`src/rtl/dmg_link_partner.sv`:
```
// Far end of the DMG serial link cable: exchanges one byte per transfer with the DMG SB/SC port,
// either following the DMG SCK (slave) or generating SCK itself (master).
module dmg_link_partner #(
    parameter int unsigned CLK_DIV     = 16,
    parameter int unsigned TIMEOUT     = 4096,
    parameter int unsigned SYNC_STAGES = 2
) (
    input  logic       clk,
    input  logic       nreset,
    input  logic       mode,
    input  logic       sck_in,
    input  logic       sout_from_dmg,
    output logic       sin_to_dmg,
    output logic       sck_out,
    output logic       sck_oe,
    input  logic [7:0] tx_byte,
    input  logic       tx_valid,
    output logic       tx_ready,
    input  logic       start,
    output logic       busy,
    output logic [7:0] rx_byte,
    output logic       rx_valid,
    output logic       timeout_err
);

    localparam int unsigned DivW = (CLK_DIV > 1) ? $clog2(CLK_DIV) : 1;
    localparam int unsigned TmrW = $clog2(TIMEOUT + 1);

    typedef enum logic [1:0] {StIdle, StSlaveXfer, StMasterLow, StMasterHigh} state_e;

    state_e                 state_q, state_d;
    logic                   mode_q, mode_d;
    logic [7:0]             tx_sr_q, tx_sr_d;
    logic [7:0]             rx_sr_q, rx_sr_d;
    logic [7:0]             rx_byte_q, rx_byte_d;
    logic [2:0]             cnt_q, cnt_d;
    logic [DivW-1:0]        div_q, div_d;
    logic [TmrW-1:0]        tmr_q, tmr_d;
    logic                   sck_out_q, sck_out_d;
    logic                   rx_valid_q, rx_valid_d;
    logic                   timeout_q, timeout_d;
    logic [SYNC_STAGES-1:0] sck_sync_q, so_sync_q;
    logic                   sck_prev_q;
    logic                   sck_s, so_s, sck_rise, sck_fall;
    logic                   xfer_rise, xfer_fall;

    assign sck_s    = sck_sync_q[SYNC_STAGES-1];
    assign so_s     = so_sync_q[SYNC_STAGES-1];
    assign sck_rise = sck_s & ~sck_prev_q;
    assign sck_fall = ~sck_s & sck_prev_q;

    always_comb begin
        state_d    = state_q;
        mode_d     = mode_q;
        tx_sr_d    = tx_sr_q;
        rx_sr_d    = rx_sr_q;
        rx_byte_d  = rx_byte_q;
        cnt_d      = cnt_q;
        div_d      = div_q;
        tmr_d      = tmr_q;
        sck_out_d  = sck_out_q;
        rx_valid_d = 1'b0;
        timeout_d  = 1'b0;
        xfer_rise  = 1'b0;
        xfer_fall  = 1'b0;

        unique case (state_q)
            StIdle: begin
                mode_d = mode;
                cnt_d  = 3'd0;
                if (tx_valid) tx_sr_d = tx_byte;
                if (mode && start) begin
                    state_d   = StMasterLow;
                    sck_out_d = 1'b0;
                    div_d     = '0;
                    xfer_fall = 1'b1;
                end else if (!mode && sck_fall) begin
                    state_d   = StSlaveXfer;
                    tmr_d     = '0;
                    xfer_fall = 1'b1;
                end
            end
            StSlaveXfer: begin
                xfer_rise = sck_rise;
                xfer_fall = sck_fall;
                tmr_d     = tmr_q + TmrW'(1);
                if (sck_rise || sck_fall) begin
                    tmr_d = '0;
                end else if (tmr_q == TmrW'(TIMEOUT - 1)) begin
                    // Partial byte is dropped; rx_byte keeps the last good value.
                    timeout_d = 1'b1;
                    cnt_d     = 3'd0;
                    rx_sr_d   = 8'h00;
                    tx_sr_d   = 8'hFF;
                    state_d   = StIdle;
                end
            end
            StMasterLow: begin
                div_d = div_q + DivW'(1);
                if (div_q == DivW'(CLK_DIV - 1)) begin
                    div_d     = '0;
                    sck_out_d = 1'b1;
                    state_d   = StMasterHigh;
                    xfer_rise = 1'b1;
                end
            end
            StMasterHigh: begin
                div_d = div_q + DivW'(1);
                if (div_q == DivW'(CLK_DIV - 1)) begin
                    div_d = '0;
                    // cnt wraps to 0 only after the 8th rising edge
                    if (cnt_q == 3'd0) begin
                        state_d = StIdle;
                        tx_sr_d = 8'hFF;
                    end else begin
                        state_d   = StMasterLow;
                        sck_out_d = 1'b0;
                        xfer_fall = 1'b1;
                    end
                end
            end
            default: state_d = StIdle;
        endcase

        if (xfer_fall && cnt_q != 3'd0) tx_sr_d = {tx_sr_q[6:0], 1'b1};

        if (xfer_rise) begin
            rx_sr_d = {rx_sr_q[6:0], so_s};
            cnt_d   = cnt_q + 3'd1;
            if (cnt_q == 3'd7) begin
                rx_byte_d  = {rx_sr_q[6:0], so_s};
                rx_valid_d = 1'b1;
                cnt_d      = 3'd0;
                if (state_q == StSlaveXfer) begin
                    state_d = StIdle;
                    tx_sr_d = 8'hFF;
                end
            end
        end
    end

    always_ff @(posedge clk or posedge nreset) begin
        if (nreset) begin
            state_q    <= StIdle;
            mode_q     <= 1'b0;
            tx_sr_q    <= 8'hFF;
            rx_sr_q    <= 8'h00;
            rx_byte_q  <= 8'h00;
            cnt_q      <= 3'd0;
            div_q      <= '0;
            tmr_q      <= '0;
            sck_out_q  <= 1'b1;
            rx_valid_q <= 1'b0;
            timeout_q  <= 1'b0;
            sck_sync_q <= '1;
            so_sync_q  <= '1;
            sck_prev_q <= 1'b1;
        end else begin
            state_q    <= state_d;
            mode_q     <= mode_d;
            tx_sr_q    <= tx_sr_d;
            rx_sr_q    <= rx_sr_d;
            rx_byte_q  <= rx_byte_d;
            cnt_q      <= cnt_d;
            div_q      <= div_d;
            tmr_q      <= tmr_d;
            sck_out_q  <= sck_out_d;
            rx_valid_q <= rx_valid_d;
            timeout_q  <= timeout_d;
            sck_sync_q <= {sck_sync_q[SYNC_STAGES-2:0], sck_in};
            so_sync_q  <= {so_sync_q[SYNC_STAGES-2:0], sout_from_dmg};
            sck_prev_q <= sck_s;
        end
    end

    assign sin_to_dmg  = tx_sr_q[7];
    assign sck_out     = sck_out_q;
    assign sck_oe      = (state_q == StIdle) ? mode : mode_q;
    assign tx_ready    = (state_q == StIdle);
    assign busy        = (state_q != StIdle);
    assign rx_byte     = rx_byte_q;
    assign rx_valid    = rx_valid_q;
    assign timeout_err = timeout_q;

endmodule

```
`config.mk`:
```
export PLATFORM = sky130hd
export DESIGN_NAME = dmg_link_partner
export DESIGN_NICKNAME = d
export VERILOG_FILES = /design/src/rtl/dmg_link_partner.sv
export SDC_FILE = /design/constraint.sdc
export NUM_CORES = 1
export LEC_CHECK = 0
export CORE_UTILIZATION = 35
export DETAILED_ROUTE_END_ITERATION = 8
export MAX_ROUTING_LAYER = met4
export PLACE_DENSITY = 0.52
export SYNTH_ARGS = -nofsm -noshare
export SYNTH_HDL_FRONTEND = slang
export SYNTH_SLANG_ARGS = --single-unit
```
`constraint.sdc`:
```
create_clock -name clk -period 1.95 [get_ports clk]
set_input_delay 0.195 -clock clk [delete_from_list [all_inputs] [get_ports clk]]
set_output_delay 0.195 -clock clk [all_outputs]
set_load 0.01 [all_outputs]
```
==> results.sh, run 1 <==
export IMPL_synth_async_reset_ratio=1.00
export IMPL_syn_instance_count=301
export IMPL_worst_slew_pin_transition_ps=417
export IMPL_synth_flop_cell="sky130_fd_sc_hd__dfrtp_1"
export IMPL_startpoint_type="flop"
export IMPL_ys_ff_latch=54
export IMPL_power_density_cell_area_mw_per_mm2=985
export IMPL_antenna_found_initial=0
export IMPL_fp_dieArea_mm2=0.00907
export IMPL_hold_viol=0
export IMPL_required_ps=2180
export IMPL_dr_total_vias=2435
export IMPL_finalSetupViolCount=0
export IMPL_wl_per_cell_um=15.0
export IMPL_path_max_fanout=8
export IMPL_setup_slack_ps=109
export IMPL_first_iter_violations=120
export IMPL_worst_ep_arrival_time_ps=2070
export IMPL_final_net_count=376
export IMPL_clock_insertion_delay_worst_skew_ps=310
export IMPL_slew_limit_headroom=0.715
export IMPL_floorplan_die_height_um=95.2
export IMPL_ioPinCount=30
export IMPL_timing_max_cap_violations=0
export IMPL_timing_rr_start="state_q[0]$_DFF_PP0_"
export IMPL_syn_nets=328
export IMPL_pre_cts_ws_ps=12.4
export IMPL_power_ir_vdd_worst_mv=0.336
export IMPL_die_w_um=95.2
export IMPL_detail_route_vias_per_cell=5.35
export IMPL_synth_distinct_cells=51
export IMPL_wire_length_of_the_first_global_routing_pass_um=11800
export IMPL_clock_sinks=54
export IMPL_slew_viol_final=0
export IMPL_clock_root_buffer="sky130_fd_sc_hd__clkbuf_8"
export IMPL_static_leakage_power_nw=1.57
export IMPL_most_frequent_cell_on_critical_path="sky130_fd_sc_hd__buf_4"
export IMPL_core_area_mm2=0.00830
export IMPL_cp_slowest_cell="sky130_fd_sc_hd__dfrtp_1"
export IMPL_drt_pass1_iter_count=4
export IMPL_p_total_mw=3.68
export IMPL_layout_min_cycle_time_ps=1840
export IMPL_post_route_drc_count=0
export IMPL_post_dp_hpwl_um=4740
export IMPL_slowest_stage_delay_on_critical_path_ps=400
export IMPL_cp_cell_sequence="buf_4 -> ha_1 -> nand2b_1 -> and2_1 -> buf_4 -> a21oi_1 -> o21ai_0"
export IMPL_clock_pin_slew_reported_for_the_worst_setup_and_hold_paths_after_clock_tree_synthesis_ps=110
export IMPL_gp_routability_congestion=0.772
export IMPL_warnings_from_yosys=0
export IMPL_tritoncts_clock_tree="done"
export IMPL_timing_fmax_mhz=543
export IMPL_groute_usage_overall=0.171
export IMPL_starting_density_of_the_core=0.367
export IMPL_clock_skew_final_ps=7.83
export IMPL_first_global_vias=2421
export IMPL_timing_critical_path_to_type="flop"
export IMPL_maximum_number_of_pins_on_one_net_before_global_route_repair=41
export IMPL_timing_setup_critical_path_class="flop to flop"
export IMPL_crit_start="state_q[0]$_DFF_PP0_"
export IMPL_grt_setup_unrepaired="true"
export IMPL_wl_final_um=6830
export IMPL_drt_antenna_violating_nets=0
export IMPL_ctsHoldBuffers=0
export IMPL_cts_buffers_inserted=5
export IMPL_yosysSeqAreaShare=0.450
export IMPL_synth_enable_flop_cells=0
export IMPL_postSynthAreaPerCell_um2=10.1
export IMPL_drive_above_1_share=0.211
export IMPL_antenna_cells=0
export IMPL_syn_to_final_growth_pct=22.7
export IMPL_outcome="finished, final reports clean"
export IMPL_row_count=33
export IMPL_worstHoldPathType="input port to asynchronous set/reset pin"
export IMPL_htreeDepth=2
export IMPL_port_buffers=29
export IMPL_clock_tree_buffer_depth=2
export IMPL_grt_overflow_total=0
export IMPL_synthesis_area_mm2=0.00304
export IMPL_ratio_of_final_minimum_period_to_clock_period=0.944
==> cell type report <==
cell class | count | area, um^2
clock inverter | 3 | 28.8
fill | 802 | 4570
timing repair buffer | 54 | 503
inverter | 21 | 78.8
multi-input combinational | 213 | 1550
clock buffer | 5 | 68.8
tap | 105 | 131
sequential | 54 | 1370
==> synth_stat cells (all sizes together), types with 4 or more instances <==
library cell  instances  area share
a211oi                9       0.022
a21oi                11       0.019
a22o                  5       0.014
and3                  4      0.0082
buf                   6       0.012
clkbuf                7      0.0099
dfrtp                40        0.33
dfstp                14        0.12
ha                   12       0.049
inv                  21       0.026
mux2                  9       0.033
mux2i                11       0.036
nand2                22       0.027
nand3                 8       0.013
nand4                 5       0.015
nor2                 12       0.015
nor2b                10       0.021
nor3                  6      0.0099
o211ai                9       0.022
o21ai                21       0.036
o2bb2ai               8       0.023
o311ai                7       0.023
o31ai                11       0.027
==> path summary, 6_finish.rpt <==
check	endpoint	slack, ps	cells past startpoint
setup / recovery	tmr_q[9]$_DFFE_PP0P_	110	7
hold / removal	tmr_q[6]$_DFFE_PP0P_	160	2
setup reg to reg	tmr_q[9]$_DFFE_PP0P_	110	7
hold reg to reg	so_sync_q[1]$_DFF_PP1_	360	0
max in group asynchronous	tx_sr_q[7]$_DFF_PP1_	1200	3
min in group clk	so_sync_q[0]$_DFF_PP1_	280	1
==> sequential cells by signal (all words and copies together), names as in the netlist <==
name / flops
sck_out: 1
sck_prev_q: 1
so_sync_q: 2
div_q: 4
timeout_err: 1
rx_valid: 1
tx_sr_q: 8
mode_q: 1
tmr_q: 13
cnt_q: 3
sck_sync_q: 2
rx_byte: 8
state_q: 2
rx_sr_q: 7
==> cells by family (layout without fill, tap and decap cells) <==
family / count (synthesis) / in the layout / share of synthesized area
AOI/OAI and AO/OA: 100 / 100 / 0.239
muxes: 20 / 20 / 0.0695
and+or+nand+nor: 81 / 81 / 0.145
DFF: 54 / 54 / 0.450
adders and majority gates: 12 / 12 / 0.0494
buffers and inverters: 34 / 83 / 0.0477
==> through the flow <==
step           cell area (um^2)  hold WS [ps]  instances  setup TNS [ps]   util
3_3_place_gp               3590           346        445               0  0.433
5_1_grt                    3730           205        455           -4.21  0.450
4_1_cts                    3710           167        453               0  0.447
2_1_floorplan              3040           199        301               0      -
3_5_place_dp               3590           347        445               0  0.433
6_report                   3730           159        455               0  0.450
==> what timing repair did <==
| action | CTS | global route |
|---|---|---|
| gates resized for setup | 7 | 5 |
| buffers inserted | 0 | 2 |
| pin swaps | 0 | 1 |
| cloned | 0 | 0 |
| setup endpoints to repair | 4 | 8 |
==> per-layer routing <==
metal | up-vias | wire length, um | global-route usage
met4 | 0 | 62 | 0.0404
met5 | - | 0 | -
met2 | 34 | 3150 | 0.271
met1 | 1178 | 3390 | 0.231
li1 | 1216 | - | -
met3 | 7 | 225 | 0.0247
==> layout by cell type, fill, tap and decap left out, types with 3 or more instances in the layout <==
cell type,n
sky130_fd_sc_hd__o21ai_0,20
sky130_fd_sc_hd__a211oi_1,9
sky130_fd_sc_hd__nand3_1,8
sky130_fd_sc_hd__o2bb2ai_1,8
sky130_fd_sc_hd__ha_1,11
sky130_fd_sc_hd__nand2_1,22
sky130_fd_sc_hd__o211ai_1,9
sky130_fd_sc_hd__a21o_1,3
sky130_fd_sc_hd__and3_1,4
sky130_fd_sc_hd__nand4_1,4
sky130_fd_sc_hd__inv_2,4
sky130_fd_sc_hd__clkdlybuf4s50_1,26
sky130_fd_sc_hd__dfstp_2,14
sky130_fd_sc_hd__mux2_2,9
sky130_fd_sc_hd__nand2b_1,3
sky130_fd_sc_hd__clkbuf_8,5
sky130_fd_sc_hd__mux2i_1,11
sky130_fd_sc_hd__nor2b_1,9
sky130_fd_sc_hd__nor3_1,6
sky130_fd_sc_hd__nor2_1,12
sky130_fd_sc_hd__o31ai_1,11
sky130_fd_sc_hd__inv_1,17
sky130_fd_sc_hd__a22o_1,5
sky130_fd_sc_hd__o311ai_1,6
sky130_fd_sc_hd__buf_4,23
sky130_fd_sc_hd__a21oi_1,10
sky130_fd_sc_hd__dfrtp_1,40
==> power by group <==
part / internal, mW / leakage, nW / switching (mW)
registers: 1.37 / 0.696 / 0.176
clock network: 0.270 / 0.0506 / 0.421
logic: 0.702 / 0.823 / 0.733
==> critical path: cells and delay by family (launching register included) <==
kind                       cells  cell delay, ps
and+or+nand+nor                2             480
DFF                            1             400
buffers and inverters          2             370
adders and majority gates      1             300
AOI/OAI and AO/OA              2             200
(Power assumes the default switching activity.)
==> run 2, diff against run 1 <==
--- a/config.mk
+++ b/config.mk
@@ -6,6 +6,7 @@
 export NUM_CORES = 1
 export LEC_CHECK = 0
 export CORE_UTILIZATION = 35
+export CTS_CLUSTER_SIZE = 25
 export DETAILED_ROUTE_END_ITERATION = 8
 export MAX_ROUTING_LAYER = met4
 export PLACE_DENSITY = 0.52
==> results of run 2 <==
No change in the layout: final DEF, timing and power equal those of run 1.
